===== src/rtl/lsu_pkg.sv =====
// Shared types and constants for the load/store unit.
//   lsu_state_e : FSM states
//   SZ_*        : req_size encodings
//   LANE_W      : width of one byte lane
//   WORD_W      : data word width (four little-endian lanes)
package lsu_pkg;

    typedef enum logic [2:0] {
        IDLE = 3'd0,
        RD   = 3'd1,
        WR   = 3'd2,
        HOLD = 3'd3,
        RESP = 3'd4
    } lsu_state_e;

    localparam logic [1:0] SZ_BYTE = 2'b00;
    localparam logic [1:0] SZ_HALF = 2'b01;
    localparam logic [1:0] SZ_WORD = 2'b10;
    localparam logic [1:0] SZ_BAD  = 2'b11;

    localparam int unsigned LANE_W = 8;
    localparam int unsigned WORD_W = 4 * LANE_W;

endpackage


===== src/rtl/lsu_if.sv =====
// Request/response channel between the execute stage and the load/store unit.
//   master : execute stage (drives req_*, resp_ready)
//   slave  : load/store unit (drives req_ready, resp_*)
interface lsu_if #(
    parameter int unsigned ADDRESS_WIDTH = 32,
    parameter int unsigned DATA_WIDTH    = 32
);
    logic                     req_valid;
    logic                     req_ready;
    logic                     req_we;
    logic [1:0]               req_size;
    logic                     req_unsigned;
    logic [ADDRESS_WIDTH-1:0] req_addr;
    logic [DATA_WIDTH-1:0]    req_wdata;
    logic                     resp_valid;
    logic                     resp_ready;
    logic [DATA_WIDTH-1:0]    resp_rdata;
    logic                     resp_err;

    modport master (
        output req_valid, req_we, req_size, req_unsigned, req_addr, req_wdata, resp_ready,
        input  req_ready, resp_valid, resp_rdata, resp_err
    );

    modport slave (
        input  req_valid, req_we, req_size, req_unsigned, req_addr, req_wdata, resp_ready,
        output req_ready, resp_valid, resp_rdata, resp_err
    );
endinterface


===== src/rtl/lsu_lane_align.sv =====
// Combinational lane steering for sub-word accesses.
//   size, offset, is_unsigned : access descriptor
//   old_word                  : word read from memory
//   new_data                  : right-justified store data
//   load_val                  : extracted and extended load value
//   store_word                : old_word with the target lanes replaced
//   misalign                  : access not naturally aligned or illegal size
module lsu_lane_align
    import lsu_pkg::*;
(
    input  logic [1:0]        size,
    input  logic [1:0]        offset,
    input  logic              is_unsigned,
    input  logic [WORD_W-1:0] old_word,
    input  logic [WORD_W-1:0] new_data,
    output logic [WORD_W-1:0] load_val,
    output logic [WORD_W-1:0] store_word,
    output logic              misalign
);
    logic [4:0]        shamt;
    logic [WORD_W-1:0] shifted;
    logic [WORD_W-1:0] mask;

    assign shamt   = {offset, 3'b000};
    assign shifted = old_word >> shamt;

    // Load extraction and extension
    always_comb begin
        load_val = old_word;
        case (size)
            SZ_BYTE: load_val = is_unsigned ? {24'h0, shifted[7:0]}
                                            : {{24{shifted[7]}}, shifted[7:0]};
            SZ_HALF: load_val = is_unsigned ? {16'h0, shifted[15:0]}
                                            : {{16{shifted[15]}}, shifted[15:0]};
            default: load_val = old_word;
        endcase
    end

    // Store merge: replace only the lanes covered by the access
    always_comb begin
        mask = '1;
        case (size)
            SZ_BYTE: mask = WORD_W'(32'h0000_00FF) << shamt;
            SZ_HALF: mask = WORD_W'(32'h0000_FFFF) << shamt;
            default: mask = '1;
        endcase
    end

    assign store_word = (old_word & ~mask) | ((new_data << shamt) & mask);

    assign misalign = (size == SZ_BAD)
                    | ((size == SZ_HALF) & offset[0])
                    | ((size == SZ_WORD) & (offset != 2'b00));
endmodule


===== src/rtl/load_store_unit.sv =====
// Memory-stage load/store front end for a word-addressed data memory.
//   clk, rst_n : clock, async active-low reset
//   bus        : execute-stage request/response channel (slave side)
//   dmem_addr  : word index to data memory
//   dmem_wdata : merged write word
//   dmem_we    : single-cycle write strobe
//   dmem_rdata : combinational read data from data memory
module load_store_unit
    import lsu_pkg::*;
#(
    parameter int unsigned ADDRESS_WIDTH = 32,
    parameter int unsigned DATA_WIDTH    = 32
) (
    input  logic                     clk,
    input  logic                     rst_n,
    lsu_if.slave                     bus,
    output logic [ADDRESS_WIDTH-1:0] dmem_addr,
    output logic [DATA_WIDTH-1:0]    dmem_wdata,
    output logic                     dmem_we,
    input  logic [DATA_WIDTH-1:0]    dmem_rdata
);
    lsu_state_e            state;
    logic                  req_ready;
    logic                  resp_valid;
    logic                  resp_err;
    logic [DATA_WIDTH-1:0] resp_rdata;

    logic                  lat_we;
    logic [1:0]            lat_size;
    logic                  lat_uns;
    logic [1:0]            lat_off;
    logic [DATA_WIDTH-1:0] lat_wdata;

    logic [1:0]            al_size;
    logic [1:0]            al_off;
    logic [DATA_WIDTH-1:0] load_val;
    logic [DATA_WIDTH-1:0] store_word;
    logic                  misalign;

    assign bus.req_ready  = req_ready;
    assign bus.resp_valid = resp_valid;
    assign bus.resp_err   = resp_err;
    assign bus.resp_rdata = resp_rdata;

    // Alignment is judged on the live request in IDLE, on latched fields afterwards
    assign al_size = (state == IDLE) ? bus.req_size        : lat_size;
    assign al_off  = (state == IDLE) ? bus.req_addr[1:0]   : lat_off;

    lsu_lane_align u_align (
        .size        (al_size),
        .offset      (al_off),
        .is_unsigned (lat_uns),
        .old_word    (dmem_rdata),
        .new_data    (lat_wdata),
        .load_val    (load_val),
        .store_word  (store_word),
        .misalign    (misalign)
    );

    // Control FSM with registered request, response and memory-port outputs
    always_ff @(posedge clk or negedge rst_n) begin
        if (!rst_n) begin
            state      <= IDLE;
            req_ready  <= 1'b1;
            resp_valid <= 1'b0;
            resp_err   <= 1'b0;
            resp_rdata <= '0;
            dmem_we    <= 1'b0;
            dmem_addr  <= '0;
            dmem_wdata <= '0;
            lat_we     <= 1'b0;
            lat_size   <= SZ_BYTE;
            lat_uns    <= 1'b0;
            lat_off    <= 2'b00;
            lat_wdata  <= '0;
        end else begin
            case (state)
                IDLE: begin
                    if (bus.req_valid && req_ready) begin
                        lat_we    <= bus.req_we;
                        lat_size  <= bus.req_size;
                        lat_uns   <= bus.req_unsigned;
                        lat_off   <= bus.req_addr[1:0];
                        lat_wdata <= bus.req_wdata;
                        req_ready <= 1'b0;
                        if (misalign) begin
                            resp_valid <= 1'b1;
                            resp_err   <= 1'b1;
                            resp_rdata <= '0;
                            state      <= RESP;
                        end else begin
                            dmem_addr <= {2'b00, bus.req_addr[ADDRESS_WIDTH-1:2]};
                            if (bus.req_we && (bus.req_size == SZ_WORD)) begin
                                // Full-word store needs no read
                                dmem_wdata <= bus.req_wdata;
                                dmem_we    <= 1'b1;
                                state      <= WR;
                            end else begin
                                state <= RD;
                            end
                        end
                    end
                end
                RD: begin
                    if (lat_we) begin
                        dmem_wdata <= store_word;
                        dmem_we    <= 1'b1;
                        state      <= WR;
                    end else begin
                        resp_rdata <= load_val;
                        resp_err   <= 1'b0;
                        resp_valid <= 1'b1;
                        state      <= RESP;
                    end
                end
                WR: begin
                    dmem_we <= 1'b0;
                    state   <= HOLD;
                end
                HOLD: begin
                    resp_rdata <= '0;
                    resp_err   <= 1'b0;
                    resp_valid <= 1'b1;
                    state      <= RESP;
                end
                RESP: begin
                    if (bus.resp_ready) begin
                        resp_valid <= 1'b0;
                        resp_err   <= 1'b0;
                        resp_rdata <= '0;
                        req_ready  <= 1'b1;
                        state      <= IDLE;
                    end
                end
                default: state <= IDLE;
            endcase
        end
    end
endmodule


===== src/flat_wrapper.sv =====
// flat-port wrapper written by rule: the top's interface ports become plain ports
module load_store_unit_flat import lsu_pkg::*;
#(
    parameter int unsigned ADDRESS_WIDTH = 32,
    parameter int unsigned DATA_WIDTH    = 32
)
  (clk, rst_n, dmem_addr, dmem_wdata, dmem_we, dmem_rdata, bus_req_valid, bus_req_we, bus_req_size, bus_req_unsigned, bus_req_addr, bus_req_wdata, bus_resp_ready, bus_req_ready, bus_resp_valid, bus_resp_rdata, bus_resp_err);
  lsu_if #(.ADDRESS_WIDTH(ADDRESS_WIDTH), .DATA_WIDTH(DATA_WIDTH)) bus_i ();
  input  logic clk;
  input  logic rst_n;
  output logic [ADDRESS_WIDTH-1:0] dmem_addr;
  output logic [DATA_WIDTH-1:0] dmem_wdata;
  output logic dmem_we;
  input  logic [DATA_WIDTH-1:0] dmem_rdata;
  input wire logic [$bits(bus_i.req_valid)-1:0] bus_req_valid;
  input wire logic [$bits(bus_i.req_we)-1:0] bus_req_we;
  input wire logic [$bits(bus_i.req_size)-1:0] bus_req_size;
  input wire logic [$bits(bus_i.req_unsigned)-1:0] bus_req_unsigned;
  input wire logic [$bits(bus_i.req_addr)-1:0] bus_req_addr;
  input wire logic [$bits(bus_i.req_wdata)-1:0] bus_req_wdata;
  input wire logic [$bits(bus_i.resp_ready)-1:0] bus_resp_ready;
  output wire logic [$bits(bus_i.req_ready)-1:0] bus_req_ready;
  output wire logic [$bits(bus_i.resp_valid)-1:0] bus_resp_valid;
  output wire logic [$bits(bus_i.resp_rdata)-1:0] bus_resp_rdata;
  output wire logic [$bits(bus_i.resp_err)-1:0] bus_resp_err;
  assign bus_i.req_valid = bus_req_valid;
  assign bus_i.req_we = bus_req_we;
  assign bus_i.req_size = bus_req_size;
  assign bus_i.req_unsigned = bus_req_unsigned;
  assign bus_i.req_addr = bus_req_addr;
  assign bus_i.req_wdata = bus_req_wdata;
  assign bus_i.resp_ready = bus_resp_ready;
  assign bus_req_ready = bus_i.req_ready;
  assign bus_resp_valid = bus_i.resp_valid;
  assign bus_resp_rdata = bus_i.resp_rdata;
  assign bus_resp_err = bus_i.resp_err;
  load_store_unit #(.ADDRESS_WIDTH(ADDRESS_WIDTH), .DATA_WIDTH(DATA_WIDTH)) u_core (.clk(clk), .rst_n(rst_n), .bus(bus_i), .dmem_addr(dmem_addr), .dmem_wdata(dmem_wdata), .dmem_we(dmem_we), .dmem_rdata(dmem_rdata));
endmodule

===== config.mk =====
export PLATFORM = sky130hd
export DESIGN_NAME = load_store_unit_flat
export DESIGN_NICKNAME = d
export VERILOG_FILES = /design/src/rtl/lsu_pkg.sv /design/src/rtl/lsu_if.sv /design/src/rtl/lsu_lane_align.sv /design/src/rtl/load_store_unit.sv /design/src/flat_wrapper.sv
export SDC_FILE = /design/constraint.sdc
export NUM_CORES = 1
export LEC_CHECK = 0
export ABC_AREA = 1
export BUFFER_PORTS_ARGS = -buffer_cell sky130_fd_sc_hd__buf_4
export CAP_MARGIN = 15
export CORE_MARGIN = 5
export CORE_UTILIZATION = 30
export CTS_CLUSTER_SIZE = 16
export DETAILED_ROUTE_END_ITERATION = 10
export PLACE_DENSITY = 0.52
export SLEW_MARGIN = 20
export SYNTH_ARGS = -nofsm -noshare
export SYNTH_HDL_FRONTEND = slang
export SYNTH_HIERARCHICAL = 1
export SYNTH_SLANG_ARGS = --single-unit

===== constraint.sdc =====
create_clock -name clk -period 3.9 [get_ports clk]
set_input_delay 0.195 -clock clk [delete_from_list [all_inputs] [get_ports clk]]
set_output_delay 0.195 -clock clk [all_outputs]
set_load 0.02 [all_outputs]

==> out/metrics.csv, run 1 <==
stage,metric,value,unit
run_status,status,"complete, no violations",
power,pwr-share-seq,26.5,%
power,p_sw,0.00488,W
flow_run,cap_violations,0,
worst_hold_path,min_path_type,in -> reg,
detailed_routing,drcViolationCount,0,
logic_synthesis,synth_top_area_share,43.4,%
timing,finClkSkew,0.0139,ns
logic_synthesis,yosys_register_bits,139,
worst_setup_path,crit_chain,"nor2_4, nand2_2, o21ai_2, buf_4, nor2_4, o21ai_0, clkinv_1, nand2_1, nand2_1, nor2_4, nand2_1, nand2_1",
logic_synthesis,synth_xor_area_share,0,%
logic_synthesis,yosys.area_share.simple,43.6,%
logic_synthesis,synth.distinct_cells,28,
timing,period_share,73.1,%
die,rows,59,
global_routing,antenna_found_initial,2,
clock_network,ctsRootBufferMaster,clkbuf_16,
die,io_pins,204,
detailed_routing,vias_per_cell,4.73,
logic_synthesis,synth-compound-area-share,4.04,%
logic_synthesis,synth_top_area_cell,dfrtp_1,
global_routing,grt_first_pass_wirelength,47200,um
worst_setup_path,arrival,3.21,ns
power,combPwrFrac,56.5,%
clock_network,cts_inserted_buffers,17,
placement,placed_area,9610,sq um
logic_synthesis,synthAdderAreaFrac,0,%
timing,fmax,351,MHz
timing,worst_pin_slew,0.876,ns
clock_network,clkTransAtPathRegs,0.07,ns
detailed_routing,wl,29600,um
detailed_routing,vias,8307,
worst_setup_path,crit_buf_inv,2,
logic_synthesis,synth_area_leaders,"dfrtp_1 (43%), nand2_1 (29%), nand3_1 (9.9%)",
timing,tns,0,ns
power,power.internal,0.00473,W
placement,io_buffer_count,201,
clock_network,clk_latency,0.44,ns
power,ir_worst_vdd,0.431,mV
global_routing,grt_usage,19.5,%
placement,dp_hpwl,21300,um
power,p_sw_share,50.8,%
global_routing,grt_start_max_net_pins,90,
clock_network,htreeDepth,4,
logic_synthesis,syn_avg_cell_area,6.77,sq um
timing,hold_viol_final,0,
worst_setup_path,cp-start-kind,register,
global_routing,grt_overflow_total,0,
detailed_routing,postRouteAntennaNets,0,
worst_setup_path,crit_path_max_incr_delay,0.57,ns
clock_network,clock-sinks,139,
clock_network,post-cts-setup-buffers,0,
timing,max_slew_margin,41.4,%
die,die_area,29900,sq um
clock_network,cts_tree,done,
final_layout,final_common_cell,nand2_1,
worst_setup_path,worstSetupPathType,reg -> reg,
final_layout,synthToLayoutAreaGrowth,36.1,%
final_layout,drive_above_1_share,20.2,%
timing,setup_viol,0,
final_layout,stdcell_count,1757,
logic_synthesis,syn_area,7970,sq um
die,core,26100,sq um
die,fp.dieW,173,um
worst_setup_path,crit_fanout,32,
clock_network,post_cts_resized,0,
global_routing,grt_pass1_vias,8365,
die,chipHeight,173,um
timing,rsz0062_at_grt,false,
worst_setup_path,cp_top_family,simple AND/OR/NAND/NOR gates,
final_layout,antennaDiodeCount,0,
worst_setup_path,critPathCaptureType,register,
worst_setup_path,cp_slowest_cell,nor2_4,
logic_synthesis,synthMuxAreaShare,0,%
power,clock_power_share,17.0,%
detailed_routing,drt_iter0_drc,655,
clock_network,clk_path_buf_depth,2,
die,initial_core_util,30.5,%
logic_synthesis,synth_top_family_by_area,simple AND/OR/NAND/NOR gates,
logic_synthesis,seq_area_frac_synth,43.7,%
power,total_leakage_power,6.06,nW
timing,fin_crit,2.85,ns
final_layout,final_area,10800,sq um
placement,dp.cells,1660,
final_layout,nNetsFinal,1513,
detailed_routing,dr.pass1.iters,6,
final_layout,layout_common_cells,"nand2_1 (607), buf_4 (216), nand3_1 (158)",
logic_synthesis,syn_inst,1176,
timing,fin_hold_ws,0.00792,ns
detailed_routing,avgRoutedWirePerCell,16.8,um
power,power_density,887,nW/um^2
timing,final_max_slew_viol_count,0,
placement,place_congestion,0.889,
logic_synthesis,yosysWarnings,6,
worst_setup_path,crit_top_cell,nand2_1,
worst_setup_path,cp.required,4.26,ns
-- what timing repair did --
action                                 in CTS  in global routing
endpoints found under the hold margin     150                  0
hold buffers                               65                  0
setup endpoints to repair                   0                  0
-- worst min-delay path: stages --
cell and delay, ns:
buf_4 0.08, nand3_1 0.07, nand2_1 0.07
-- Yosys cell counts, drive strengths merged --
| master | instances |
|---|---|
| nand2 | 616 |
| o21ai | 32 |
| nand4 | 2 |
| conb | 1 |
| nor2 | 60 |
| o31ai | 1 |
| clkinv | 1 |
| buf | 50 |
| a21oi | 14 |
| dfrtp | 138 |
| o211ai | 5 |
| inv | 69 |
| clkbuf | 19 |
| dfstp | 1 |
| nand3b | 1 |
| nand3 | 162 |
| a22o | 4 |
-- final timing paths --
path / startpoint / end / slack [ns] / depth (start not counted)
min in group asynchronous: rst_n / u_core/dmem_wdata[0]$_DFFE_PN0P_ / 0.41 / 2
min: bus_req_addr[14] / u_core/dmem_addr[12]$_DFFE_PN0P_ / 0.008 / 3
max in group asynchronous: rst_n / u_core/lat_size[0]$_DFFE_PN0P_ / 2.59 / 3
min reg2reg: u_core/dmem_wdata[19]$_DFFE_PN0P_ / u_core/dmem_wdata[19]$_DFFE_PN0P_ / 0.47 / 2
max reg2reg: u_core/state[1]$_DFFE_PN0P_ / u_core/bus.resp_rdata[22]$_DFFE_PN0P_ / 1.05 / 12
max: u_core/state[1]$_DFFE_PN0P_ / u_core/bus.resp_rdata[22]$_DFFE_PN0P_ / 1.05 / 12
-- registers in the layout, indices dropped and copies added (netlist names), 2 cells and up --
name,count
u_core/bus.resp_rdata,32
u_core/dmem_wdata,32
u_core/lat_wdata,32
u_core/dmem_addr,30
u_core/state,3
u_core/lat_off,2
u_core/lat_size,2
-- metrics by stage --
step / power [W] / utilization [%] / worst slack [ns]
6_report: 0.00962 / 41.5 / 1.05
4_1_cts: 0.00969 / 41.5 / 1.02
3_3_place_gp: 0.00794 / 36.8 / 1.12
2_1_floorplan: 0.00617 / - / 1.07
3_5_place_dp: 0.00796 / 36.8 / 1.04
5_1_grt: 0.0104 / 41.5 / 0.754
-- routing by layer --
layer	routed length, um	share of wire, %	GRT usage [%]	vias to the layer above
met4	304	1.0	4.32	4
li1	-	-	-	4130
met1	13700	46	27.2	3861
met3	2190	7.4	4.89	25
met2	13400	45	30.7	287
met5	34	0.11	0	-
-- power by group through the flow --
stage	logic (W)	clock network, W	registers [W]
6_report	0.00543	0.00164	0.00254
5_1_grt	0.00605	0.00174	0.00262
4_1_cts	0.00547	0.00168	0.00255
3_5_place_dp	0.00541	0	0.00256
3_3_place_gp	0.00537	0	0.00257
2_1_floorplan	0.00323	0	0.00294
-- final cells by class --
cell class / instances / area (sq um)
well taps: 335 / 419
fillers: 2787 / 15300
inverters: 70 / 263
multi-input cells: 899 / 3820
clock buffers: 17 / 425
clock inverters: 15 / 155
repair buffers: 282 / 2280
flip-flops and latches: 139 / 3480
-- kinds of logic after synthesis --
family | count (synthesis)
buffers and inverters | 139
AOI/OAI and AO/OA | 56
other | 1
DFF | 139
and+or+nand+nor | 841
(Power assumes the default switching activity.)
==> inputs of run 2 (changes only) <==
==> constraint.sdc (replaced) <==
create_clock -name clk -period 2.8 [get_ports clk]
set_input_delay 0.14 -clock clk [delete_from_list [all_inputs] [get_ports clk]]
set_output_delay 0.14 -clock clk [all_outputs]
set_load 0.02 [all_outputs]
==> out/metrics.csv, run 2 (synthesis results as in run 1) <==
stage,metric,value,unit
power,ir_worst_vdd,0.532,mV
die,rows,59,
placement,dp.cells,1673,
flow_run,cap_violations,0,
clock_network,htreeDepth,4,
worst_setup_path,arrival,2.92,ns
global_routing,grt_first_pass_wirelength,47900,um
final_layout,stdcell_count,1771,
die,chipHeight,173,um
worst_setup_path,crit_top_cell,nand2_1,
clock_network,clk_latency,0.42,ns
clock_network,ctsRootBufferMaster,clkbuf_16,
global_routing,antenna_found_initial,0,
worst_setup_path,cp_slowest_cell,dfrtp_1,
final_layout,final_common_cell,nand2_1,
timing,finClkSkew,0.00806,ns
clock_network,cts_tree,done,
timing,fmax,391,MHz
die,die_area,29900,sq um
worst_setup_path,cp-start-kind,register,
final_layout,antennaDiodeCount,0,
power,p_sw_share,48.6,%
timing,final_max_slew_viol_count,0,
global_routing,met2_usage,31.9,%
worst_setup_path,crit_buf_inv,2,
final_layout,synthToLayoutAreaGrowth,39.0,%
placement,io_buffer_count,201,
final_layout,largest_registers,"u_core/bus.resp_rdata x32, u_core/dmem_wdata x32, u_core/lat_wdata x32",
timing,period_share,91.4,%
clock_network,clkTransAtPathRegs,0.06,ns
worst_setup_path,critPathCaptureType,register,
worst_setup_path,crit_path_max_incr_delay,0.43,ns
run_status,status,"complete, no violations",
power,power_density,1250,nW/um^2
detailed_routing,drt_iter0_drc,622,
die,fp.dieW,173,um
global_routing,grt_busiest_layer,met2,
worst_setup_path,worstSetupPathType,reg -> reg,
power,total_power,0.0139,W
timing,fin_crit,2.56,ns
worst_setup_path,cp-startpoint,u_core/state[1]$_DFFE_PN0P_,
power,clock_power_share,18.5,%
detailed_routing,postRouteAntennaNets,0,
global_routing,grt_usage,19.7,%
power,p_sw,0.00674,W
die,initial_core_util,30.5,%
detailed_routing,vias_per_cell,4.76,
detailed_routing,vias,8422,
clock_network,cts_inserted_buffers,17,
global_routing,grt_overflow_total,0,
worst_setup_path,reg2reg_from,u_core/state[1]$_DFFE_PN0P_,
final_layout,nFillCells,2797,
power,pwr-share-seq,25.2,%
timing,max_slew_margin,48.3,%
timing,tns,0,ns
global_routing,grt_start_max_net_pins,60,
placement,place_congestion,0.909,
global_routing,gr-usage-met1,26.5,%
worst_setup_path,crit_chain,"nor2_4, nand2_2, o21ai_2, buf_4, inv_2, nor2_4, nand2_1, o211ai_1, nand2_1, nand2_1, nand3_1, nand2_1, nand3_1, nand2_1",
power,combPwrFrac,56.2,%
final_layout,drive_above_1_share,21.0,%
worst_setup_path,cp.required,3.16,ns
die,io_pins,204,
timing,worst_pin_slew,0.775,ns
timing,worst_slack,0.240,ns
die,core,26100,sq um
detailed_routing,avgRoutedWirePerCell,16.8,um
placement,dp_slack,0.124,ns
clock_network,clock-sinks,139,
placement,dp_hpwl,21800,um
worst_hold_path,min_path_type,in -> reg,
detailed_routing,wl,29700,um
timing,setup_viol,0,
final_layout,layout_common_cells,"nand2_1 (606), buf_4 (227), nand3_1 (158)",
detailed_routing,drcViolationCount,0,
timing,rsz0062_at_grt,false,
worst_hold_path,hp-start,bus_req_addr[1],
worst_setup_path,cp_top_family,simple AND/OR/NAND/NOR gates,
global_routing,grt_pass1_vias,8604,
power,total_leakage_power,6.18,nW
timing,hold_viol_final,0,
power,power.internal,0.00714,W
global_routing,grtUsageMet3,5.39,%
detailed_routing,dr.pass1.iters,6,
final_layout,nNetsFinal,1527,
worst_setup_path,crit_fanout,16,
clock_network,clk_path_buf_depth,2,
==> run 2: cell count changes in the layout (fill, tap and decap cells not counted), sizes merged <==
cell	change
clkbuf	+2
bufinv	+4
inv	-5
clkinv	-3
dlygate4sd3	+1
buf	+13
clkinvlp	+2
==> run 2: cell type report <==
type	count	area [sq um]	area share [%]
Clock buffer	19	453	4.09
Clock inverter	13	213	1.92
Inverter	70	263	2.37
Multi-Input combinational cell	899	3830	34.6
Sequential cell	139	3480	31.4
Tap cell	335	419	3.79
Timing Repair Buffer	296	2420	21.8
==> run 2: metrics by stage <==
stage	hold slack [ns]	util, %	area (sq um)
final	0.0137	42.4	11100
after global routing	0.0136	42.4	11100
after CTS	0.00653	42.3	11100
after detailed placement	0.172	37.2	9730
after global placement	0.177	37.2	9730
after floorplan	-0.156	-	7970
==> run 2: metal layers <==
metal  routed length (um)  share of wire (%)
met2                13500                 46
met3                 2320                7.8
met4                  444                1.5
met1                13400                 45
met5                    0                  0
==> run 2: power groups by stage <==
stage | registers [W] | clock network (W) | logic [W]
floorplan | 0.00410 | 0 | 0.00450
global placement | 0.00353 | 0 | 0.00769
detailed placement | 0.00352 | 0 | 0.00771
CTS | 0.00351 | 0.00263 | 0.00780
global route | 0.00362 | 0.00272 | 0.00867
finish | 0.00350 | 0.00257 | 0.00781
==> run 2: worst paths after layout <==
kind | to | slack (ns) | cells past startpoint
worst min register to register | u_core/dmem_addr[20]$_DFFE_PN0P_ | 0.47 | 2
min in group asynchronous | u_core/dmem_wdata[20]$_DFFE_PN0P_ | 0.27 | 2
worst max register to register | u_core/dmem_wdata[17]$_DFFE_PN0P_ | 0.24 | 14
worst max-delay path | u_core/dmem_wdata[17]$_DFFE_PN0P_ | 0.24 | 14
max in group asynchronous | u_core/bus.req_ready$_DFFE_PN1P_ | 1.74 | 3
worst min-delay path | u_core/lat_off[1]$_DFFE_PN0P_ | 0.01 | 3
==> run 2: tightest hold or removal path: stages <==
cell     delay [ns]
buf_4          0.07
inv_1          0.05
o21ai_1        0.13
==> run 2: repair_timing <==
action                                  CTS  global route
resized for setup                         0             5
endpoints found under the setup margin    0            67
setup buffers                             0             0
hold buffers                             66             0
hold endpoints to repair                121             0
